===== src/rtl/ifq_pkg.sv =====
// ifq_pkg: shared widths, FSM state encoding and queue entry layout for the instruction fetch queue.
package ifq_pkg;
  localparam int INSTR_W = 32;
  localparam int ADDR_W = 32;
  localparam logic [ADDR_W-1:0] RESET_PC_DEF = 32'h0000_0000;
  typedef enum logic [1:0] {IDLE = 2'd0, REQ = 2'd1, DRAIN = 2'd2} ifq_state_e;
  typedef struct packed {
    logic [INSTR_W-1:0] instr;
    logic [ADDR_W-1:0] pc_plus4;
  } ifq_entry_t;
endpackage


===== src/rtl/ifq_fifo.sv =====
// ifq_fifo: circular entry storage with push, pop, flush, head and occupancy; no flow-control policy.
module ifq_fifo import ifq_pkg::*; #(
  parameter int DEPTH = 4,
  localparam int AW = $clog2(DEPTH),
  localparam int CW = AW + 1
) (
  input  logic          clk,
  input  logic          rst,
  input  logic          push_i,
  input  logic          pop_i,
  input  logic          flush_i,
  input  ifq_entry_t    din_i,
  output ifq_entry_t    head_o,
  output logic [CW-1:0] count_o
);
  logic [AW-1:0] wr_q, rd_q;
  logic [CW-1:0] cnt_q;
  ifq_entry_t mem_q [DEPTH];
  always_ff @(posedge clk or negedge rst)
    if (!rst) begin
      wr_q <= '0;
      rd_q <= '0;
      cnt_q <= '0;
    end else if (flush_i) begin
      wr_q <= '0;
      rd_q <= '0;
      cnt_q <= '0;
    end else begin
      if (push_i) wr_q <= wr_q + AW'(1);
      if (pop_i) rd_q <= rd_q + AW'(1);
      cnt_q <= cnt_q + CW'(push_i) - CW'(pop_i);
    end
  always_ff @(posedge clk)
    if (push_i && !flush_i) mem_q[wr_q] <= din_i;
  assign head_o = mem_q[rd_q];
  assign count_o = cnt_q;
endmodule


===== src/rtl/instr_fetch_queue.sv =====
// instr_fetch_queue: single-outstanding fetch FSM feeding a small instruction queue toward decode.
// Define IFQ_BYPASS_EN to forward an ack straight to the outputs when the queue is empty.
module instr_fetch_queue import ifq_pkg::*; #(
  parameter int DEPTH = 4,
  parameter logic [ADDR_W-1:0] RESET_PC = RESET_PC_DEF
) (
  input  logic               clk,
  input  logic               rst,
  output logic               imem_req,
  output logic [ADDR_W-1:0]  imem_addr,
  input  logic               imem_ack,
  input  logic [INSTR_W-1:0] imem_rdata,
  input  logic               redirect,
  input  logic [ADDR_W-1:0]  redirect_pc,
  input  logic               stall,
  output logic               instr_valid,
  output logic [INSTR_W-1:0] instr,
  output logic [ADDR_W-1:0]  instr_pc_plus4
);
  localparam int CW = $clog2(DEPTH) + 1;
  localparam logic [CW-1:0] DEPTH_C = CW'(DEPTH);
  ifq_state_e state_q, state_d;
  logic [ADDR_W-1:0] pc_q, pc_d, addr_q, addr_d;
  logic [CW-1:0] count, count_next;
  logic take, bypass, pop, fifo_pop, push, room;
  ifq_entry_t head, din;
  assign take = state_q == REQ && imem_ack && !redirect;
  assign din = {imem_rdata, addr_q + 32'd4};
`ifdef IFQ_BYPASS_EN
  assign bypass = take && count == '0;
`else
  assign bypass = 1'b0;
`endif
  assign instr_valid = (count != '0 && !redirect) || bypass;
  assign pop = instr_valid && !stall;
  assign fifo_pop = pop && !bypass;
  // A bypassed word consumed in its own ack cycle never enters storage.
  assign push = take && !(bypass && pop);
  assign count_next = redirect ? '0 : count + CW'(push) - CW'(fifo_pop);
  assign room = count_next < DEPTH_C;
  assign instr = !instr_valid ? '0 : bypass ? imem_rdata : head.instr;
  assign instr_pc_plus4 = !instr_valid ? '0 : bypass ? din.pc_plus4 : head.pc_plus4;
  assign imem_req = state_q != IDLE;
  assign imem_addr = addr_q;
  always_comb begin
    state_d = state_q;
    pc_d = pc_q;
    addr_d = addr_q;
    case (state_q)
      IDLE: begin
        state_d = redirect || room ? REQ : IDLE;
        pc_d = redirect ? redirect_pc : pc_q;
        addr_d = redirect ? redirect_pc : room ? pc_q : addr_q;
      end
      REQ:
        if (redirect) begin
          pc_d = redirect_pc;
          addr_d = imem_ack ? redirect_pc : addr_q;
          state_d = imem_ack ? REQ : DRAIN;
        end else if (imem_ack) begin
          pc_d = pc_q + 32'd4;
          addr_d = pc_q + 32'd4;
          state_d = room ? REQ : IDLE;
        end
      DRAIN: begin
        pc_d = redirect ? redirect_pc : pc_q;
        addr_d = imem_ack ? pc_d : addr_q;
        state_d = imem_ack ? REQ : DRAIN;
      end
      default: state_d = IDLE;
    endcase
  end
  always_ff @(posedge clk or negedge rst)
    if (!rst) begin
      state_q <= IDLE;
      pc_q <= RESET_PC;
      addr_q <= '0;
    end else begin
      state_q <= state_d;
      pc_q <= pc_d;
      addr_q <= addr_d;
    end
  ifq_fifo #(.DEPTH(DEPTH)) u_fifo (
    .clk     (clk),
    .rst     (rst),
    .push_i  (push),
    .pop_i   (fifo_pop),
    .flush_i (redirect),
    .din_i   (din),
    .head_o  (head),
    .count_o (count)
  );
endmodule


===== config.mk =====
export PLATFORM = sky130hd
export DESIGN_NAME = instr_fetch_queue
export DESIGN_NICKNAME = d
export VERILOG_FILES = /design/src/rtl/ifq_pkg.sv /design/src/rtl/ifq_fifo.sv /design/src/rtl/instr_fetch_queue.sv
export SDC_FILE = /design/constraint.sdc
export NUM_CORES = 1
export LEC_CHECK = 0
export BUFFER_PORTS_ARGS = -buffer_cell sky130_fd_sc_hd__buf_4
export CORE_ASPECT_RATIO = 0.7
export CORE_MARGIN = 8
export CORE_UTILIZATION = 35
export DETAILED_ROUTE_END_ITERATION = 8
export PLACE_DENSITY = 0.53
export SETUP_SLACK_MARGIN = 0.3
export SYNTH_ARGS = -nofsm -noshare
export SYNTH_HDL_FRONTEND = slang
export SYNTH_SLANG_ARGS = --single-unit

===== constraint.sdc =====
create_clock -name clk -period 3.4 [get_ports clk]
set_input_delay 0.51 -clock clk [delete_from_list [all_inputs] [get_ports clk]]
set_output_delay 0.51 -clock clk [all_outputs]
set_load 0.02 [all_outputs]

==> results of run 1 <==
[area by class of cell]
cell class,count,area [um2],area share
Sequential cell,329,9519,0.5244
Multi-Input combinational cell,618,5061,0.2788
Timing Repair Buffer,205,1693,0.09326
Clock buffer,46,959.7,0.05287
Tap cell,552,690.7,0.03805
Clock inverter,19,165.2,0.009098
Inverter,17,63.81,0.003515
[power breakdown]
part / switching [mW] / internal [mW] / total, mW
registers: 0.890 / 5.16 / 6.05
clock network: 1.60 / 2.17 / 3.77
logic: 2.51 / 1.97 / 4.48
[cell families (layout without fill, tap and decap cells)]
| group | after synthesis | count (layout) |
|---|---|---|
| compound gates | 166 | 166 |
| simple gates | 309 | 309 |
| xor+xnor | 38 | 38 |
| mux | 96 | 96 |
| fa+ha+maj | 9 | 9 |
| flops | 329 | 329 |
| buf+inv | 88 | 287 |
[through the flow]
stage | instance area, um2 | hold slack (ns) | utilization | worst slack, ns | cells
after CTS | 18120 | 0.06661 | 0.4289 | 0.3288 | 1785
after detailed placement | 17000 | 0.4665 | 0.4023 | 0.3415 | 1720
after global placement | 17000 | 0.4625 | 0.4023 | 0.3572 | 1720
after floorplan | 15030 | 0.2144 | - | 0.3918 | 1035
after global routing | 18150 | 0.09930 | 0.4296 | 0.3224 | 1786
final | 18150 | 0.04848 | 0.4296 | 0.4917 | 1786
[worst max-delay path by stage]
stage          slack [ns]  depth (start not counted)                   endpoint                         from
2_1_floorplan        0.39                         14  imem_addr[12]$_DFFE_PN0P_                     redirect
3_3_place_gp         0.36                         13  imem_addr[29]$_DFFE_PN0P_                     redirect
3_5_place_dp         0.34                         12  imem_addr[15]$_DFFE_PN0P_                     redirect
4_1_cts              0.33                         14  imem_addr[19]$_DFFE_PN0P_  u_fifo.count_o[1]$_DFF_PN0_
5_1_grt              0.32                         13  imem_addr[17]$_DFFE_PN0P_  u_fifo.count_o[0]$_DFF_PN0_
6_report             0.49                         13  imem_addr[11]$_DFFE_PN0P_  u_fifo.count_o[0]$_DFF_PN0_
[registers in the layout, indices dropped and copies added, names as in the netlist]
signal	count
u_fifo.wr_q	2
state_q	2
u_fifo.mem_q	256
u_fifo.rd_q	2
imem_addr	32
pc_q	32
u_fifo.count_o	3
[per-layer routing]
layer | vias to the layer above | track usage | part of all wire
li1 | 4331 | - | -
met1 | 4766 | 0.2271 | 0.48
met2 | 257 | 0.2362 | 0.45
met3 | 48 | 0.03279 | 0.056
met4 | 0 | 0.03439 | 0.015
met5 | - | 0 | 0
[cells in the final DEF (no fill, tap or decap), types with 9 or more instances in the layout]
cell type / synthesis / layout
edfxtp_1: 256 / 256
buf_4: 3 / 192
nand2_1: 72 / 72
dfrtp_1: 73 / 71
and2_1: 69 / 65
mux4_2: 64 / 64
o21ai_0: 51 / 51
nor2_1: 39 / 38
clkbuf_16: 0 / 37
a21oi_1: 33 / 32
xnor2_1: 28 / 28
nand3_1: 27 / 27
nor3_1: 24 / 22
nand4_1: 18 / 18
mux2i_1: 16 / 16
inv_1: 16 / 16
mux2_2: 16 / 16
nor4_1: 12 / 12
buf_12: 0 / 12
xor2_1: 9 / 9
clkbuf_1: 39 / 9
[what timing repair did]
action | 4_1_cts | 5_1_grt
endpoints found under the hold margin | 0 | 0
endpoints found under the setup margin | 0 | 13
resized for setup | 0 | 5
buffers inserted | 0 | 1
[worst max-delay path, delay by kind of cell (launching register included)]
kind | cells | cell delay (ns)
muxes | 1 | 0.27
xor gates and xnor gates | 1 | 0.19
AOI/OAI and AO/OA | 1 | 0.25
DFF | 1 | 0.38
and+or+nand+nor | 3 | 0.49
buffers and inverters | 4 | 0.43
adders and majority gates | 3 | 0.77
==> flow_summary.toml, run 1 <==
[sta]
tightestPinTransition_ns = 0.9619
fmax_mhz = 343.8
fin_crit_ns = 2.908
rsz0062_at_grt = "false"
post-route-period-util = 0.8554
finClkSkew_ns = 0.01727
setup_viol = 0
maxSlewViolCount = 0
final_hold_viol_count = 0
tns_ns = 0
relSlewSlack = 0.3538

[synth]
synth-simple-area-share = 0.1135
synth_top_family_by_area = "multiplexers"
synthXorXnorAreaFrac = 0.02316
synth.most_common_cell = "edfxtp_1"
synth_area_per_cell_um2 = 14.46
syn_inst = 1035
ys_top_cells_by_count = "edfxtp_1 (256), dfrtp_1 (73), nand2_1 (72), and2_1 (69), mux4_2 (64)"
async_flop_share = 0.2219
netlist_top_cells_area = "edfxtp_1 (51%), dfrtp_1 (12%), mux4_2 (9.6%), and2_1 (2.9%), nand2_1 (1.8%)"
synth_mux_area_frac = 0.1190
synth_warnings = 0
synth_compound_area_frac = 0.07072
synth_cell_type_count = 74
yosys.area.top_type = "edfxtp_1"
synth-edff-count = 256
synth.ff_latch_count = 329
yosysSeqAreaShare = 0.6357
yosys_most_used_dff = "edfxtp_1"
syn_area_mm2 = 0.01497
yosysTopAreaCellShare = 0.5136
syn_nets = 1113
synthAdderAreaFrac = 0.008025

[critical_path]
cp-end-kind = "flip-flop"
worst_setup_path_start_kind = "flip-flop"
slowest_stage = "dfrtp_1"
rr_startpoint = "u_fifo.count_o[0]$_DFF_PN0_"
critPathArrivalTime_ns = 3.30
cp.required_ns = 3.80
r2r_slack_ns = 0.49
reg2reg_to = "imem_addr[11]$_DFFE_PN0P_"
path_cells = "nor3_2 -> buf_4 -> nor3_4 -> ha_1 -> inv_1 -> ha_1 -> inv_1 -> fa_1 -> xnor3_1 -> or2_4 -> a21o_4 -> buf_12 -> mux2_2"
crit_path_max_incr_delay_ns = 0.38
crit_fanout = 23
r2r_cells = 13
path_class = "reg2reg"

[global_route]
track_usage = 0.1554
antenna_found_initial = 0
grt_pass1_wl_um = 60140
grt_max_degree = 56
gr-total-overflow = 0
grt_pass1_vias = 9529

[placement]
gp_congestion = 0.8682
dpl.hpwl_um = 27600
io_buffers = 166

[floorplan]
die_h_um = 189.0
rows = 63
initial_core_util = 0.3542
dieWidth_um = 263.2
pin_count = 167
die_area_mm2 = 0.04974
fp.coreArea_mm2 = 0.04225

[cells_and_area]
syn_to_final_growth_pct = 21.28
nNetsFinal = 1285
drive_gt1_frac = 0.2934
fill_cells = 3849
n_antenna_cell = 0

[detailed_routing]
drt-pass1-iter-count = 5
drc = 0
dr.first_iter.drc_count = 668
via_count = 9402
via_per_inst = 5.264
routedWlPerCell_um = 22.17
ant_nets = 0
wl_um = 39600

[pwr]
p_leak_nw = 6.413
power_density_mw_per_mm2 = 787.4
ir_worst_vdd_mv = 0.3651
total_power_mw = 14.29

[hold_path]
min_path_type = "in2async"

[clocking]
clkLatencyLatePin_ns = 0.52
cts_buffer_depth = 3
cts_inserted_buffers = 36
root_buffer = "clkbuf_16"
cts_hold_buffers = 0
clkTransAtPathRegs_ns = 0.06
clock-sinks = 329
cts_tree = "built"
htree_levels = 2

[run]
cap_violations = 0

[outcome]
outcome = "completed"
No activity file was read; power rests on OpenSTA's default activity.
==> inputs of run 2 (changes only) <==
- ABC_AREA: default -> 1
==> run 2 against run 1 <==
Compared with the run above:
- non-clock buffer count is 4 lower
- critical path type is now reg2out
- clock skew is 0.00076 ns higher
- core utilization hardly changed
- register-to-register slack better by 0.27 ns
- first-iteration DRC count is 44% higher
- hold slack better by 0.12 ns
- count of clock-buffer cells in the layout is 4 lower
- clock power is 6.4% higher
- combinational power is 37% higher
- via count is 26% higher
- critical path depth is 7 lower
==> flow_summary.toml, run 2 <==
[placement]
dp_cells = 2300
dpl_cell_area_mm2 = 0.01752
dpl.hpwl_um = 29650
gp_congestion = 0.8780
io_buffers = 166

[synth]
yosys_most_used_dff = "edfxtp_1"
synth_warnings = 0
synth_area_per_cell_um2 = 9.746
syn_nets = 1666
synth_cell_type_count = 49
synth-edff-count = 256
synthXorXnorAreaFrac = 0.01471
synthAdderAreaFrac = 0.007761
async_flop_share = 0.2219
netlist_top_cells_area = "edfxtp_1 (50%), dfrtp_1 (12%), nor2_1 (8.3%), nand2_1 (6.7%), o21ai_0 (5.5%)"
synth.most_common_cell = "nor2_1"
syn_inst = 1588
synth_mux_area_frac = 0
synth_top_family_by_area = "simple AND/OR/NAND/NOR gates"
synth-simple-area-share = 0.2054
yosysSeqAreaShare = 0.6147
syn_area_mm2 = 0.01548
synth.ff_latch_count = 329
synth_compound_area_frac = 0.1070
yosysTopAreaCellShare = 0.4967
yosys.area.top_type = "edfxtp_1"
ys_top_cells_by_count = "nor2_1 (343), nand2_1 (276), edfxtp_1 (256), o21ai_0 (170), inv_1 (84)"

[detailed_routing]
via_count = 11840
via_per_inst = 5.004
wl_um = 44980
routedWlPerCell_um = 19.00
drc = 0
dr.first_iter.drc_count = 961
drt-pass1-iter-count = 5
ant_nets = 0

[global_route]
track_usage = 0.1741
gr-total-overflow = 0
antenna_found_initial = 0
grt_pass1_vias = 11660
grt_max_degree = 131
grt_pass1_wl_um = 69680

[critical_path]
crit_buf_inv = 3
critPathArrivalTime_ns = 2.40
crit_top_cell = "buf_4"
r2r_slack_ns = 0.76
worst_setup_path_start_kind = "flip-flop"
crit_family = "buffers and inverters"
path_class = "reg2out"
path_cells = "inv_1 -> nand3_1 -> nand2_2 -> buf_4 -> a21oi_1 -> buf_4"
cp.required_ns = 2.89
crit_fanout = 65
slowest_stage = "buf_4"
cp-end-kind = "output pin"
crit_path_max_incr_delay_ns = 0.69

[sta]
fin_crit_ns = 2.914
post-route-period-util = 0.8571
maxSlewViolCount = 0
rsz0062_at_grt = "false"
final_hold_viol_count = 0
fmax_mhz = 343.1
setup_viol = 0
finClkSkew_ns = 0.01803
relSlewSlack = 0.3581
tns_ns = 0
tightestPinTransition_ns = 0.9541

[clocking]
cts_buffer_depth = 3
root_buffer = "clkbuf_16"
cts_tree = "built"
clock-sinks = 329
post_cts_buffers = 0
clkTransAtPathRegs_ns = 0.06
clkLatencyLatePin_ns = 0.54
htree_levels = 2
cts_inserted_buffers = 36

[pwr]
power_switching_mw = 6.482
swShare = 0.4042
p_leak_nw = 7.383
power_density_mw_per_mm2 = 855.5
combPwrFrac = 0.381
ir_worst_vdd_mv = 0.4164
power_frac_clock = 0.250
seqPwrFrac = 0.368
p_int_mw = 9.555

[cells_and_area]
syn_to_final_growth_pct = 21.12
final_area_mm2 = 0.01875
fin_cells = 2367
nNetsFinal = 1823
drive_gt1_frac = 0.1805
largest_register_ffs = 256
final_common_cell = "nor2_1"
regMostFlops = "u_fifo.mem_q"
mostFrequentLayoutCells = "nor2_1 (339), nand2_1 (275), edfxtp_1 (256)"
n_antenna_cell = 0

[hold_path]
min_path_type = "in2reg"

[floorplan]
die_h_um = 191.9
die_area_mm2 = 0.05131
rows = 64
initial_core_util = 0.3546
pin_count = 167
fp.coreArea_mm2 = 0.04364
dieWidth_um = 267.3

[outcome]
outcome = "completed"

[run]
cap_violations = 0
## run 2: cell types whose count changed in the layout (fill, tap and decap cells not counted), sizes merged, moves of 14 or more
cell / previous run / this run
a21oi: 33 / 68
and2: 69 / 1
inv: 20 / 92
mux2: 16 / 0
mux2i: 16 / 0
mux4: 64 / 0
nand2: 72 / 288
nand3: 27 / 53
nor2: 39 / 365
nor3: 24 / 10
nor4: 16 / 2
o21ai: 52 / 194
xnor2: 28 / 8
## run 2: per-stage QoR
stage	utilization	hold slack [ns]	power, mW	worst slack (ns)
floorplan	-	0.2144	9.738	0.02261
global placement	0.4013	0.5090	12.05	0.6563
CTS	0.4294	0.1336	16.21	0.3091
global route	0.4296	0.1389	17.10	0.3065
detailed placement	0.4013	0.5223	12.12	0.5658
finish	0.4296	0.1688	16.04	0.4858
## run 2: power by group through the flow
stage	Combinational, mW	Sequential, mW	Clock (mW)
after floorplan	3.80	5.94	0
after global placement	6.07	5.97	0
after detailed placement	6.15	5.98	0
after CTS	6.17	5.91	4.13
after global routing	6.83	6.00	4.28
final	6.12	5.91	4.01
## run 2: area by class of cell
cell class              instances  area, um2
repair buffers                201       1690
multi-input cells            1083       5216
clock buffers                  42      933.4
fillers                      4170      24900
well taps                     594      743.2
inverters                      94      361.6
clock inverters                24      280.3
flip-flops and latches        329       9522
## run 2: per-layer routing
layer,vias up,track usage,part of all wire
li1,5692,-,-
met1,5804,0.2470,0.47
met2,297,0.2724,0.45
met3,51,0.03786,0.065
met4,0,0.03718,0.014
met5,-,0,0
## run 2: final timing paths
check                                       startpoint  cells past startpoint                       endpoint
setup / recovery           u_fifo.count_o[1]$_DFF_PN0_                      6             instr_pc_plus4[26]
hold / removal                          imem_rdata[26]                      1  u_fifo.mem_q[0][58]$_DFFE_PP_
setup reg to reg           u_fifo.count_o[1]$_DFF_PN0_                     18      imem_addr[13]$_DFFE_PN0P_
hold reg to reg                    pc_q[1]$_DFFE_PN0P_                      2            pc_q[1]$_DFFE_PN0P_
max in group asynchronous                          rst                      3     u_fifo.wr_q[1]$_DFFE_PN0P_
min in group asynchronous                          rst                      2           pc_q[22]$_DFFE_PN0P_
## run 2: cells by family (layout without fill, tap and decap cells)
| logic type | Yosys count | after routing |
|---|---|---|
| adder cells (fa/ha/maj) | 9 | 9 |
| buffers and inverters | 176 | 361 |
| flip-flops | 329 | 329 |
| XOR/XNOR | 26 | 26 |
| AO/OA/AOI/OAI | 305 | 305 |
| AND/OR/NAND/NOR | 743 | 743 |
## run 2: timing repair
| action | in CTS | in global routing |
|---|---|---|
| endpoints found under the hold margin | 35 | 0 |
| hold buffers | 1 | 0 |
| setup endpoints to repair | 0 | 29 |
| gates resized for setup | 0 | 3 |
